### src/rtl/pipe_stage_reg.sv
// Pipeline stage register with valid/ready handshake, flush-to-bubble and saturating stall counter.
// Optional PIPE_SKID_EN macro adds a second (skid) entry so in_ready becomes a pure register output.
module pipe_stage_reg #(
    parameter int DATA_W = 128,
    parameter int CTRL_W = 12,
    parameter int CNT_W  = 16
) (
    input  logic              clk,
    input  logic              rst,
    input  logic              in_valid,
    output logic              in_ready,
    input  logic [DATA_W-1:0] in_data,
    input  logic [CTRL_W-1:0] in_ctrl,
    input  logic              flush,
    output logic              out_valid,
    input  logic              out_ready,
    output logic [DATA_W-1:0] out_data,
    output logic [CTRL_W-1:0] out_ctrl,
    input  logic              stall_clr,
    output logic [CNT_W-1:0]  stall_cnt
);

    logic              main_valid_q, main_valid_d;
    logic [DATA_W-1:0] main_data_q, main_data_d;
    logic [CTRL_W-1:0] main_ctrl_q, main_ctrl_d;
    logic [CNT_W-1:0]  cnt_q, cnt_d;
    logic              accept, drain, stall;

    assign drain  = main_valid_q & out_ready;
    assign stall  = main_valid_q & ~out_ready;
    assign accept = in_valid & in_ready & ~flush;

`ifdef PIPE_SKID_EN
    logic              skid_valid_q, skid_valid_d;
    logic [DATA_W-1:0] skid_data_q, skid_data_d;
    logic [CTRL_W-1:0] skid_ctrl_q, skid_ctrl_d;

    // Registered ready: the skid slot absorbs the one beat in flight when main stalls.
    assign in_ready = ~skid_valid_q;

    always_comb begin
        main_valid_d = main_valid_q;
        main_data_d  = main_data_q;
        main_ctrl_d  = main_ctrl_q;
        skid_valid_d = skid_valid_q;
        skid_data_d  = skid_data_q;
        skid_ctrl_d  = skid_ctrl_q;
        if (flush) begin
            main_valid_d = 1'b0;
            main_ctrl_d  = '0;
            skid_valid_d = 1'b0;
        end else if (drain) begin
            if (skid_valid_q) begin
                main_valid_d = 1'b1;
                main_data_d  = skid_data_q;
                main_ctrl_d  = skid_ctrl_q;
                skid_valid_d = 1'b0;
            end else if (accept) begin
                main_data_d  = in_data;
                main_ctrl_d  = in_ctrl;
            end else begin
                main_valid_d = 1'b0;
                main_ctrl_d  = '0;
            end
        end else if (main_valid_q) begin
            if (accept) begin
                skid_valid_d = 1'b1;
                skid_data_d  = in_data;
                skid_ctrl_d  = in_ctrl;
            end
        end else if (accept) begin
            main_valid_d = 1'b1;
            main_data_d  = in_data;
            main_ctrl_d  = in_ctrl;
        end
    end

    always_ff @(posedge clk or negedge rst) begin
        if (!rst) begin
            skid_valid_q <= 1'b0;
            skid_data_q  <= '0;
            skid_ctrl_q  <= '0;
        end else begin
            skid_valid_q <= skid_valid_d;
            skid_data_q  <= skid_data_d;
            skid_ctrl_q  <= skid_ctrl_d;
        end
    end
`else
    // Single entry: ready whenever the slot is empty or being vacated this cycle.
    assign in_ready = ~main_valid_q | out_ready | flush;

    always_comb begin
        main_valid_d = main_valid_q;
        main_data_d  = main_data_q;
        main_ctrl_d  = main_ctrl_q;
        if (flush) begin
            main_valid_d = 1'b0;
            main_ctrl_d  = '0;
        end else if (accept) begin
            main_valid_d = 1'b1;
            main_data_d  = in_data;
            main_ctrl_d  = in_ctrl;
        end else if (drain) begin
            main_valid_d = 1'b0;
            main_ctrl_d  = '0;
        end
    end
`endif

    always_comb begin
        cnt_d = cnt_q;
        if (stall_clr) begin
            cnt_d = '0;
        end else if (stall && (cnt_q != {CNT_W{1'b1}})) begin
            cnt_d = cnt_q + CNT_W'(1);
        end
    end

    always_ff @(posedge clk or negedge rst) begin
        if (!rst) begin
            main_valid_q <= 1'b0;
            main_data_q  <= '0;
            main_ctrl_q  <= '0;
            cnt_q        <= '0;
        end else begin
            main_valid_q <= main_valid_d;
            main_data_q  <= main_data_d;
            main_ctrl_q  <= main_ctrl_d;
            cnt_q        <= cnt_d;
        end
    end

    assign out_valid = main_valid_q;
    assign out_data  = main_data_q;
    assign out_ctrl  = main_ctrl_q;
    assign stall_cnt = cnt_q;

endmodule

### config.mk
export PLATFORM = sky130hd
export DESIGN_NAME = pipe_stage_reg
export DESIGN_NICKNAME = d
export VERILOG_FILES = /design/src/rtl/pipe_stage_reg.sv
export SDC_FILE = /design/constraint.sdc
export NUM_CORES = 1
export LEC_CHECK = 0
export BUFFER_PORTS_ARGS = -buffer_cell sky130_fd_sc_hd__clkbuf_2
export CORE_UTILIZATION = 41
export DETAILED_ROUTE_END_ITERATION = 6
export PLACE_DENSITY = 0.76
export SLEW_MARGIN = 20
export SYNTH_ARGS = -nofsm -noshare
export SYNTH_HDL_FRONTEND = slang
export SYNTH_SLANG_ARGS = --single-unit
### constraint.sdc
create_clock -name clk -period 1.77 [get_ports clk]
set_input_delay 0.2655 -clock clk [delete_from_list [all_inputs] [get_ports clk]]
set_output_delay 0.2655 -clock clk [all_outputs]
set_load 0.005 [all_outputs]
# Word level (Yosys, flattened, before mapping)
# Cells that the tools add are included.
# word_totals
register_bits	157
input_bits	146
wordCells	27
# op_classes
add_sub_neg	1
n_eq_ne	1
mux	8
n_bitwise	9
n_reduce_logical	4
# op_table
operator	n
two-way mux 12 bit	3
two-way mux 16 bit	2
adder 16 x 1 -> 16 bit, second input constant	1
inequality test 16 bit, second input constant	1
bitwise AND 1 bit	4
two-way mux 1 bit	3
inverter 1 bit	3
nonzero test 3 bit	1
bitwise OR 1 bit	2
AND reduction 2 bit	1
nonzero test 2 bit	1
logical AND 1 bit	1

# Longest topological paths before layout
# Gate-level depths: netlist (run 1).
# depth
ltp_word	7
mapped_depth	6
ltp_nobuf	5

# Worst setup path after synthesis (run 1)
# OpenSTA, ideal clock, no wires.
# synth_timing
path_kind	flip-flop to flip-flop
start	register main_valid_q (netlist: out_valid)
end	register main_data_q[14] (netlist: out_data[14])
setup_ns	0.125
arrival_time_ns	1.807
t_required_ns	1.645
path_slack_ns	-0.162
path_stages_with_launch	7
n_path_buf	3
period_less_slack_ns	1.932
path_cell_list	dfrtp_1 -> nor2b_1 -> clkbuf_1 -> nor3b_2 -> clkbuf_1 -> buf_2 -> mux2_2
# synth_between
elab_chain_cells	6
# synth_rtl
item	line_no	text
start, declared	23	logic main_valid_q, main_valid_d;
start signal, assigned	127	main_valid_q <= main_valid_d;
inverter 1 bit	91	assign in_ready = ~main_valid_q | out_ready | flush;
bitwise OR 1 bit (2 in series)	91	
bitwise AND 1 bit (2 in series)	31	assign accept = in_valid & in_ready & ~flush;
AND reduction 2 bit (no source line)	n/a	
end signal, assigned	128	main_data_q <= main_data_d;
end, declared	24	logic [DATA_W-1:0] main_data_q, main_data_d;
# No other way between the ends.
# A chain may end at the register's enable or synchronous reset.

# Worst setup path in the final report (run 1)
# layout_timing
start	register main_valid_q (netlist: out_valid)
end	register cnt_q[11] (netlist: stall_cnt[11])
# layout_between
elab_chain_cells	3
# layout_rtl
item	line_no	text
bitwise AND 1 bit	30	assign stall = main_valid_q & ~out_ready;
logical AND 1 bit	115	end else if (stall && (cnt_q != {CNT_W{1'b1}})) begin
nonzero test 2 bit (no source line)	n/a	
end signal, assigned	130	cnt_q <= cnt_d;
end, declared	26	logic [CNT_W-1:0] cnt_q, cnt_d;
# No other way between the ends.

==> impl_metrics.json, run 1 <==
{
  "status": "finished, violations left",
  "violations": "negative setup slack",
  "placed_area_mm2": 0.008142,
  "ys_ff_latch": 157,
  "final.min_clock_period_ns": 1.784,
  "insertion_delay_ns": 0.41,
  "num-fill-cells": 1140,
  "synth_xor_area_share_pct": 0,
  "synth_mux_area_share_pct": 24.81,
  "vias": 4615,
  "hp-start": "in_ctrl[11]",
  "drc": 0,
  "fin_skew_ns": 0.007294,
  "cp_slowest_cell": "or4_4",
  "path_clk_slew_ns": 0.06,
  "worstPathArrival_ns": 2.11,
  "grt.overflow.total": 0,
  "endpoint_kind": "flop",
  "rsz0062_at_grt": "yes",
  "cpLargestDelayFamily": "simple AND/OR/NAND/NOR gates",
  "io-pin-count": 304,
  "finalWirelength_mm": 15.16,
  "stdcell_area_mm2": 0.008848,
  "final_hold_viol_count": 0,
  "path_max_fanout": 8,
  "holdPathStages": 2,
  "setup_ws_ns": -0.01357,
  "p_leak_nw": 4.405,
  "relSlewSlack_pct": 66.09,
  "grt_pass1_wl_mm": 22.05,
  "cts_sinks": 157,
  "drive_above_1_share_pct": 68.92,
  "slew_violations": 0,
  "gp_congestion": 0.8356,
  "path_buf_inv": 0,
  "r2r_cells": 4,
  "yosysWarnings": 0,
  "worst_ep_required_time_ns": 2.10,
  "grt_usage_pct": 19.20,
  "diodes": 0,
  "power_mw": 9.756,
  "numCtsBuffers": 17,
  "start_util_pct": 42.09,
  "final_cell_mix": "clkbuf_2 (302), dfrtp_1 (157), mux2_2 (131), buf_4 (33), clkbuf_16 (17)",
  "synthSimpleGateAreaFrac_pct": 5.482,
  "slowest_delay_ns": 0.57,
  "setup_tns_ns": -0.01357,
  "fmaxAchievable_mhz": 560.7,
  "cts_tree": "built",
  "dr.pass1.iters": 4,
  "numPortBuffers": 303,
  "h-tree-depth": 4,
  "grt_max_degree": 59,
  "p_per_area_mw_per_mm2": 1103,
  "synth_area_mm2": 0.006117,
  "syn_nets": 551,
  "holdPathEnd": "out_ctrl[11]",
  "die_w_um": 124.1,
  "die_area_mm2": 0.01541,
  "drt-vias-per-instance": 4.910,
  "ant_nets": 0,
  "setup_viol": 1,
  "worst_pin_slew_ns": 0.5081,
  "fp-row-count": 44,
  "synth_top_family_by_area": "multiplexers",
  "rrSetupSlack_ns": -0.01,
  "clockRootBuffer": "clkbuf_16",
  "fp.dieH_um": 124.1,
  "timing.rr.start": "out_valid",
  "mostFrequentLayoutCell": "clkbuf_2",
  "hp-class": "in2reg",
  "antenna_found_initial": 0,
  "syn_to_final_growth_pct": 44.65,
  "rr_endpoint": "stall_cnt[11]",
  "synthCells": 404,
  "place_hpwl_mm": 11.61,
  "fin_nets": 892,
  "syn_area_per_cell_um2": 15.14,
  "criticalPathCategory": "reg2reg",
  "cap_violations": 0,
  "core_mm2": 0.01453,
  "synth_seq_area_share_pct": 64.23,
  "cts.path.max_buffers": 2,
  "start_kind": "flop",
  "post_drt_wl_per_cell_um": 16.13,
  "fin_crit_sh_pct": 100.8,
  "synth_fa_ha_area_share_pct": 0.2045,
  "synth.distinct_cells": 33,
  "crit_chain": "nand2b_4 -> or4_4 -> or4_1 -> a21oi_1",
  "peakVddDrop_mv": 0.6199,
  "cp_num_cells": 4,
  "drtIter0Drc": 190,
  "synth_compound_area_share_pct": 3.661,
  "first_global_vias": 4473
}
registers in the layout, summed over array words and instances (netlist names):
| name | flops |
|---|---|
| stall_cnt | 16 |
| out_data | 128 |
| out_ctrl | 12 |
| out_valid | 1 |
cell families (layout without fill, tap and decap cells):
kind of cell / count (synthesis) / after routing
mux: 135 / 135
compound gates: 31 / 31
simple gates: 57 / 57
buf+inv: 23 / 375
fa+ha+maj: 1 / 1
flops: 157 / 157
power by group:
part	internal, mW	switching [mW]
clock	2.36	1.44
sequential	4.11	0.272
combinational	0.930	0.642
area by class of cell:
type / instances / area, um^2 / area share, %
sequential: 157 / 3929 / 44.40
tap: 184 / 230.2 / 2.602
clock buffer: 17 / 425.4 / 4.808
inverter: 2 / 7.507 / 0.08484
timing repair buffer: 343 / 1901 / 21.48
clock inverter: 13 / 191.4 / 2.163
multi-input combinational: 224 / 2165 / 24.46
synthesized netlist by cell type:
library cell	count	share of area (%)
dfrtp_1	157	64
mux2_2	131	24
nor2_1	13	0.80
a22o_1	12	1.7
buf_2	10	0.82
clkbuf_1	10	0.61
a21oi_1	8	0.65
nand4_1	7	0.72
nor2b_1	6	0.61
nand3_1	5	0.41
nand2_1	4	0.25
nor4_1	4	0.41
or4_1	4	0.49
a211oi_1	3	0.37
nand2b_1	3	0.31
o31ai_1	3	0.37
a311oi_1	2	0.29
and3_2	2	0.25
inv_1	2	0.12
mux2_1	2	0.37
mux2i_1	2	0.33
nor3_1	2	0.16
o21ai_0	2	0.16
a31oi_1	1	0.10
buf_1	1	0.061
ha_1	1	0.20
nand2b_4	1	0.22
nand3_2	1	0.16
nor3_2	1	0.16
nor3b_1	1	0.12
nor3b_2	1	0.20
or2_2	1	0.10
or3_1	1	0.10
worst register-to-register path, stage by stage, from the launching register on:
cell,delay (ns)
dfrtp_1,0.41
nand2b_4,0.07
or4_4,0.57
or4_1,0.50
a21oi_1,0.16
per-layer routing:
layer / up-vias / track usage, % / wire, um
met2: 174 / 33.36 / 8043
met1: 2272 / 21.68 / 5818
met5: - / 0 / 0
met3: 20 / 6.090 / 1054
li1: 2149 / - / -
met4: 0 / 7.961 / 245
through the flow:
| stage | worst slack, ns | hold slack (ns) | utilization, % | instances |
|---|---|---|---|---|
| 2_1_floorplan | -0.04355 | -0.03009 | - | 404 |
| 3_3_place_gp | -0.01562 | 0.1866 | 56.02 | 905 |
| 3_5_place_dp | -0.08017 | 0.1891 | 56.02 | 905 |
| 4_1_cts | 0.006526 | 0.05268 | 60.43 | 937 |
| 5_1_grt | -0.06113 | 0.05798 | 60.88 | 940 |
| 6_report | -0.01357 | 0.07349 | 60.88 | 940 |
worst max path at each step:
stage | endpoint | from
2_1_floorplan | stall_cnt[0] | stall_cnt[0]
3_3_place_gp | out_ctrl[5] | out_valid
3_5_place_dp | out_ctrl[3] | out_valid
4_1_cts | in_ready | out_valid
5_1_grt | stall_cnt[11] | stall_cnt[1]
6_report | stall_cnt[11] | out_valid
timing repair:
action	4_1_cts	5_1_grt
gates resized for setup	2	9
hold buffers	1	0
endpoints found under the setup margin	15	14
buffers inserted	1	3
endpoints found under the hold margin	32	0
pin swaps	1	4
Note: power is estimated with default switching activity, not from simulation.
==> run 2: changes to the inputs <==
CORE_UTILIZATION = 35   (was 41)
PLACE_DENSITY = 0.66   (was 0.76)
==> impl_metrics.json, run 2 (same netlist as run 1, synthesis figures left out) <==
{
  "status": "completed",
  "post_drt_wl_per_cell_um": 16.15,
  "fin_skew_ns": 0.007728,
  "dr.pass1.iters": 4,
  "cts_sinks": 157,
  "vias": 4703,
  "path_max_fanout": 7,
  "cts.path.max_buffers": 2,
  "die_w_um": 134.2,
  "fin_nets": 901,
  "mostFrequentLayoutCell": "clkbuf_2",
  "p_leak_nw": 4.420,
  "antenna_found_initial": 0,
  "rsz0062_at_grt": "yes",
  "worst_pin_slew_ns": 0.4824,
  "clockRootBuffer": "clkbuf_16",
  "h-tree-depth": 4,
  "power_frac_clock_pct": 35.7,
  "start_util_pct": 36.37,
  "fp-row-count": 47,
  "grt_use_met3_pct": 5.253,
  "p_seq_share_pct": 46.9,
  "grt_util_met2_pct": 29.59,
  "final_cell_mix": "clkbuf_2 (302), dfrtp_1 (157), mux2_2 (131), buf_4 (37), clkbuf_16 (19)",
  "p_per_area_mw_per_mm2": 1040,
  "internal-power_mw": 6.892,
  "final.min_clock_period_ns": 1.757,
  "fmaxAchievable_mhz": 569.1,
  "largest_reg_flops": 128,
  "finalWirelength_mm": 15.94,
  "path_buf_inv": 0,
  "endpoint_kind": "flop",
  "drtIter0Drc": 138,
  "met1_usage_pct": 20.14,
  "setup_viol": 0,
  "gp_congestion": 0.7847,
  "path_clk_slew_ns": 0.07,
  "grt_usage_pct": 17.56,
  "diodes": 0,
  "crit_chain": "nand2_1 -> or4_4 -> or4_4 -> a21oi_2",
  "num-fill-cells": 1430,
  "grt_max_degree": 51,
  "power_switching_mw": 2.439,
  "criticalPathCategory": "reg2reg",
  "crit_top_cell": "or4_4",
  "slowest_delay_ns": 0.59,
  "drt-vias-per-instance": 4.765,
  "cpLargestDelayFamily": "simple AND/OR/NAND/NOR gates",
  "relSlewSlack_pct": 67.84,
  "numCtsBuffers": 17,
  "drive_above_1_share_pct": 69.75,
  "switching_share_pct": 26.14,
  "cp_slowest_cell": "or4_4",
  "place_hpwl_mm": 12.07,
  "grt.overflow.total": 0,
  "syn_to_final_growth_pct": 46.59,
  "slew_violations": 0,
  "cap_violations": 0,
  "grt.busiest_layer": "met2",
  "setup_tns_ns": 0,
  "worstPathArrival_ns": 2.10,
  "core_mm2": 0.01682,
  "insertion_delay_ns": 0.41,
  "grt_pass1_wl_mm": 24.56,
  "final_hold_viol_count": 0,
  "worst_ep_required_time_ns": 2.11,
  "p_comb_share_pct": 17.3,
  "fin_util_pct": 53.32,
  "fp.dieH_um": 134.2,
  "first_global_vias": 4951,
  "cts_tree": "built",
  "io-pin-count": 304,
  "ant_nets": 0,
  "drc": 0,
  "hp-class": "in2reg",
  "die_area_mm2": 0.01801,
  "start_kind": "flop",
  "numPortBuffers": 303,
  "peakVddDrop_mv": 0.6324,
  "fin_crit_sh_pct": 99.27
}
[run 2: final timing paths]
path,start,endpoint,slack [ns],cells after the start
setup / recovery,stall_cnt[5],stall_cnt[11],0.01,4
hold / removal,in_ctrl[11],out_ctrl[11],0.07,2
setup reg to reg,stall_cnt[5],stall_cnt[11],0.01,4
hold reg to reg,out_ctrl[7],out_ctrl[7],0.50,1
max in group asynchronous,rst,out_data[13],0.86,3
min in group asynchronous,rst,stall_cnt[5],0.32,2
[run 2: layout make-up]
cell class / instances / area [um^2] / share of cell area, %
multi-input cells: 224 / 2177 / 24.28
inverters: 2 / 7.507 / 0.08372
repair buffers: 352 / 2039 / 22.74
well taps: 220 / 275.3 / 3.070
flip-flops and latches: 157 / 3929 / 43.81
clock inverters: 13 / 106.4 / 1.186
clock buffers: 19 / 432.9 / 4.828
[run 2: worst reg2reg max path, stage by stage, from the launching register on]
cell     delay, ns
dfrtp_1       0.40
nand2_1       0.08
or4_4         0.59
or4_4         0.50
a21oi_2       0.12
[run 2: metal layers]
metal / part of all wire, % / wire length [um]
met2: 50 / 8043
met1: 40 / 6434
met5: 0 / 0
met3: 6.0 / 963
met4: 3.1 / 499
[run 2: metrics by stage]
step / worst slack (ns) / area (um^2) / hold slack [ns] / total power, mW / std cells
2_1_floorplan: -0.04355 / 6223 / -0.03009 / 5.075 / 404
3_3_place_gp: -0.01911 / 8207 / 0.1824 / 5.977 / 942
3_5_place_dp: -0.04387 / 8207 / 0.1892 / 6.058 / 942
4_1_cts: 0.002596 / 8778 / 0.05218 / 9.448 / 977
5_1_grt: -0.07842 / 8967 / 0.05212 / 9.815 / 987
6_report: 0.01293 / 8967 / 0.07446 / 9.330 / 987
[run 2: repair_timing]
action / in CTS / in global routing
gates cloned: 0 / 2
setup buffers: 2 / 8
endpoints found under the hold margin: 29 / 0
hold buffers: 1 / 0
pin swaps: 2 / 7
setup endpoints to repair: 18 / 97
gates resized for setup: 2 / 18
[run 2: power groups by stage]
stage	combinational (mW)	clock, mW	sequential [mW]
2_1_floorplan	0.607	0	4.47
3_3_place_gp	1.56	0	4.42
3_5_place_dp	1.61	0	4.45
4_1_cts	1.62	3.45	4.39
5_1_grt	1.76	3.60	4.45
6_report	1.62	3.33	4.38
==> run 3: changes to the inputs <==
clock period = 1.45 ns   (was 1.77 ns; I/O delays follow)
==> impl_metrics.json, run 3 (same netlist as run 1, synthesis figures left out) <==
{
  "status": "finished, violations left",
  "violations": "negative setup slack",
  "fin_nets": 960,
  "p_per_area_mw_per_mm2": 1221,
  "endpoint_kind": "flop",
  "final.min_clock_period_ns": 1.830,
  "vias": 5074,
  "stdcell_area_mm2": 0.01037,
  "place_hpwl_mm": 12.93,
  "power_frac_clock_pct": 36.2,
  "mostFrequentLayoutCell": "clkbuf_2",
  "final_hold_viol_count": 0,
  "fin_crit_sh_pct": 126.2,
  "numCtsBuffers": 17,
  "setup_tns_ns": -31.75,
  "path_clk_slew_ns": 0.07,
  "fin_cells": 1046,
  "cts_tree": "built",
  "peakVddDrop_mv": 0.7613,
  "cts.path.max_buffers": 2,
  "clockRootBuffer": "clkbuf_16",
  "fp.dieH_um": 134.2,
  "numPortBuffers": 303,
  "first_global_vias": 5128,
  "die_w_um": 134.2,
  "switching_share_pct": 25.87,
  "start_util_pct": 36.37,
  "fin_skew_ns": 0.01719,
  "cts_sinks": 157,
  "placed_area_mm2": 0.008482,
  "start_kind": "flop",
  "die_area_mm2": 0.01801,
  "syn_to_final_growth_pct": 69.54,
  "cap_violations": 0,
  "post_drt_wl_per_cell_um": 18.87,
  "relSlewSlack_pct": 69.25,
  "setup_viol": 158,
  "fmaxAchievable_mhz": 546.4,
  "drive_above_1_share_pct": 72.03,
  "diodes": 0,
  "io-pin-count": 304,
  "rsz0062_at_grt": "yes",
  "final_cell_mix": "clkbuf_2 (302), dfrtp_1 (157), mux2_4 (128), buf_4 (51), clkbuf_16 (25)",
  "fp-row-count": 47,
  "p_leak_nw": 5.343,
  "drc": 0,
  "worstPathArrival_ns": 2.16,
  "grt_pass1_wl_mm": 27.77,
  "setup_ws_ns": -0.3803,
  "largest_reg_flops": 128,
  "insertion_delay_ns": 0.42,
  "drtIter0Drc": 132,
  "worst_pin_slew_ns": 0.4612,
  "grt_max_degree": 51,
  "place_inst": 962,
  "worst_ep_required_time_ns": 1.78,
  "internal-power_mw": 9.390,
  "ant_nets": 0,
  "h-tree-depth": 4,
  "drt-vias-per-instance": 4.851,
  "path_max_fanout": 5,
  "criticalPathCategory": "reg2reg",
  "hold_slack_ns": 0.01809,
  "hp-class": "in2reg",
  "dp_slack_ns": -0.3333,
  "grt.overflow.total": 0,
  "holdPathStages": 2,
  "r2r_cells": 8,
  "antenna_found_initial": 0,
  "core_mm2": 0.01682,
  "p_comb_share_pct": 21.2,
  "dr.pass1.iters": 4,
  "power_switching_mw": 3.277,
  "p_seq_share_pct": 42.6,
  "gp_congestion": 0.8104,
  "finalWirelength_mm": 19.74,
  "slew_violations": 0,
  "grt_usage_pct": 20.32
}
run 3: per-layer routing:
layer	routed length (um)	share of wire, %	global-route usage [%]
met5	0	0	0
met4	444	2.2	8.365
met3	1264	6.4	6.689
met2	10280	52	35.49
met1	7747	39	22.75
run 3: repair_timing:
action	CTS	global route
hold buffers	1	0
pin swaps	11	11
gates resized for setup	86	88
endpoints found under the setup margin	157	157
hold endpoints to repair	29	0
setup buffers	18	24
gates cloned	4	11
run 3: worst paths after layout:
kind	to	slack, ns	start
min reg2reg	out_ctrl[0]	0.51	out_ctrl[0]
max in group asynchronous	out_data[33]	0.62	rst
max reg2reg	stall_cnt[9]	-0.38	stall_cnt[1]
min in group asynchronous	out_data[39]	0.31	rst
min	out_data[102]	0.02	in_data[102]
max	stall_cnt[9]	-0.38	stall_cnt[1]
run 3: power groups by stage:
stage,clock network (mW),logic (mW),registers [mW]
floorplan,0,0.805,5.46
global placement,0,2.02,5.40
detailed placement,0,2.08,5.44
CTS,4.68,2.41,5.38
global route,4.85,2.86,5.46
finish,4.59,2.68,5.40
run 3: stage by stage:
stage | total power [mW] | utilization, %
finish | 12.67 | 61.66
floorplan | 6.262 | -
global route | 13.17 | 61.66
CTS | 12.46 | 57.63
detailed placement | 7.526 | 50.43
global placement | 7.422 | 50.43
run 3: critical path, stage by stage (launching register included):
cell	delay, ns
dfrtp_1	0.41
ha_2	0.21
nand4_1	0.12
buf_4	0.15
nor3_4	0.06
buf_6	0.13
buf_4	0.12
or4_1	0.41
a21oi_1	0.14
run 3: layout make-up:
cell class / count / area [um^2]
fillers: 1281 / 6447
inverters: 2 / 7.507
flip-flops and latches: 157 / 3929
multi-input cells: 224 / 2683
repair buffers: 411 / 2870
clock buffers: 19 / 452.9
well taps: 220 / 275.3
clock inverters: 13 / 153.9
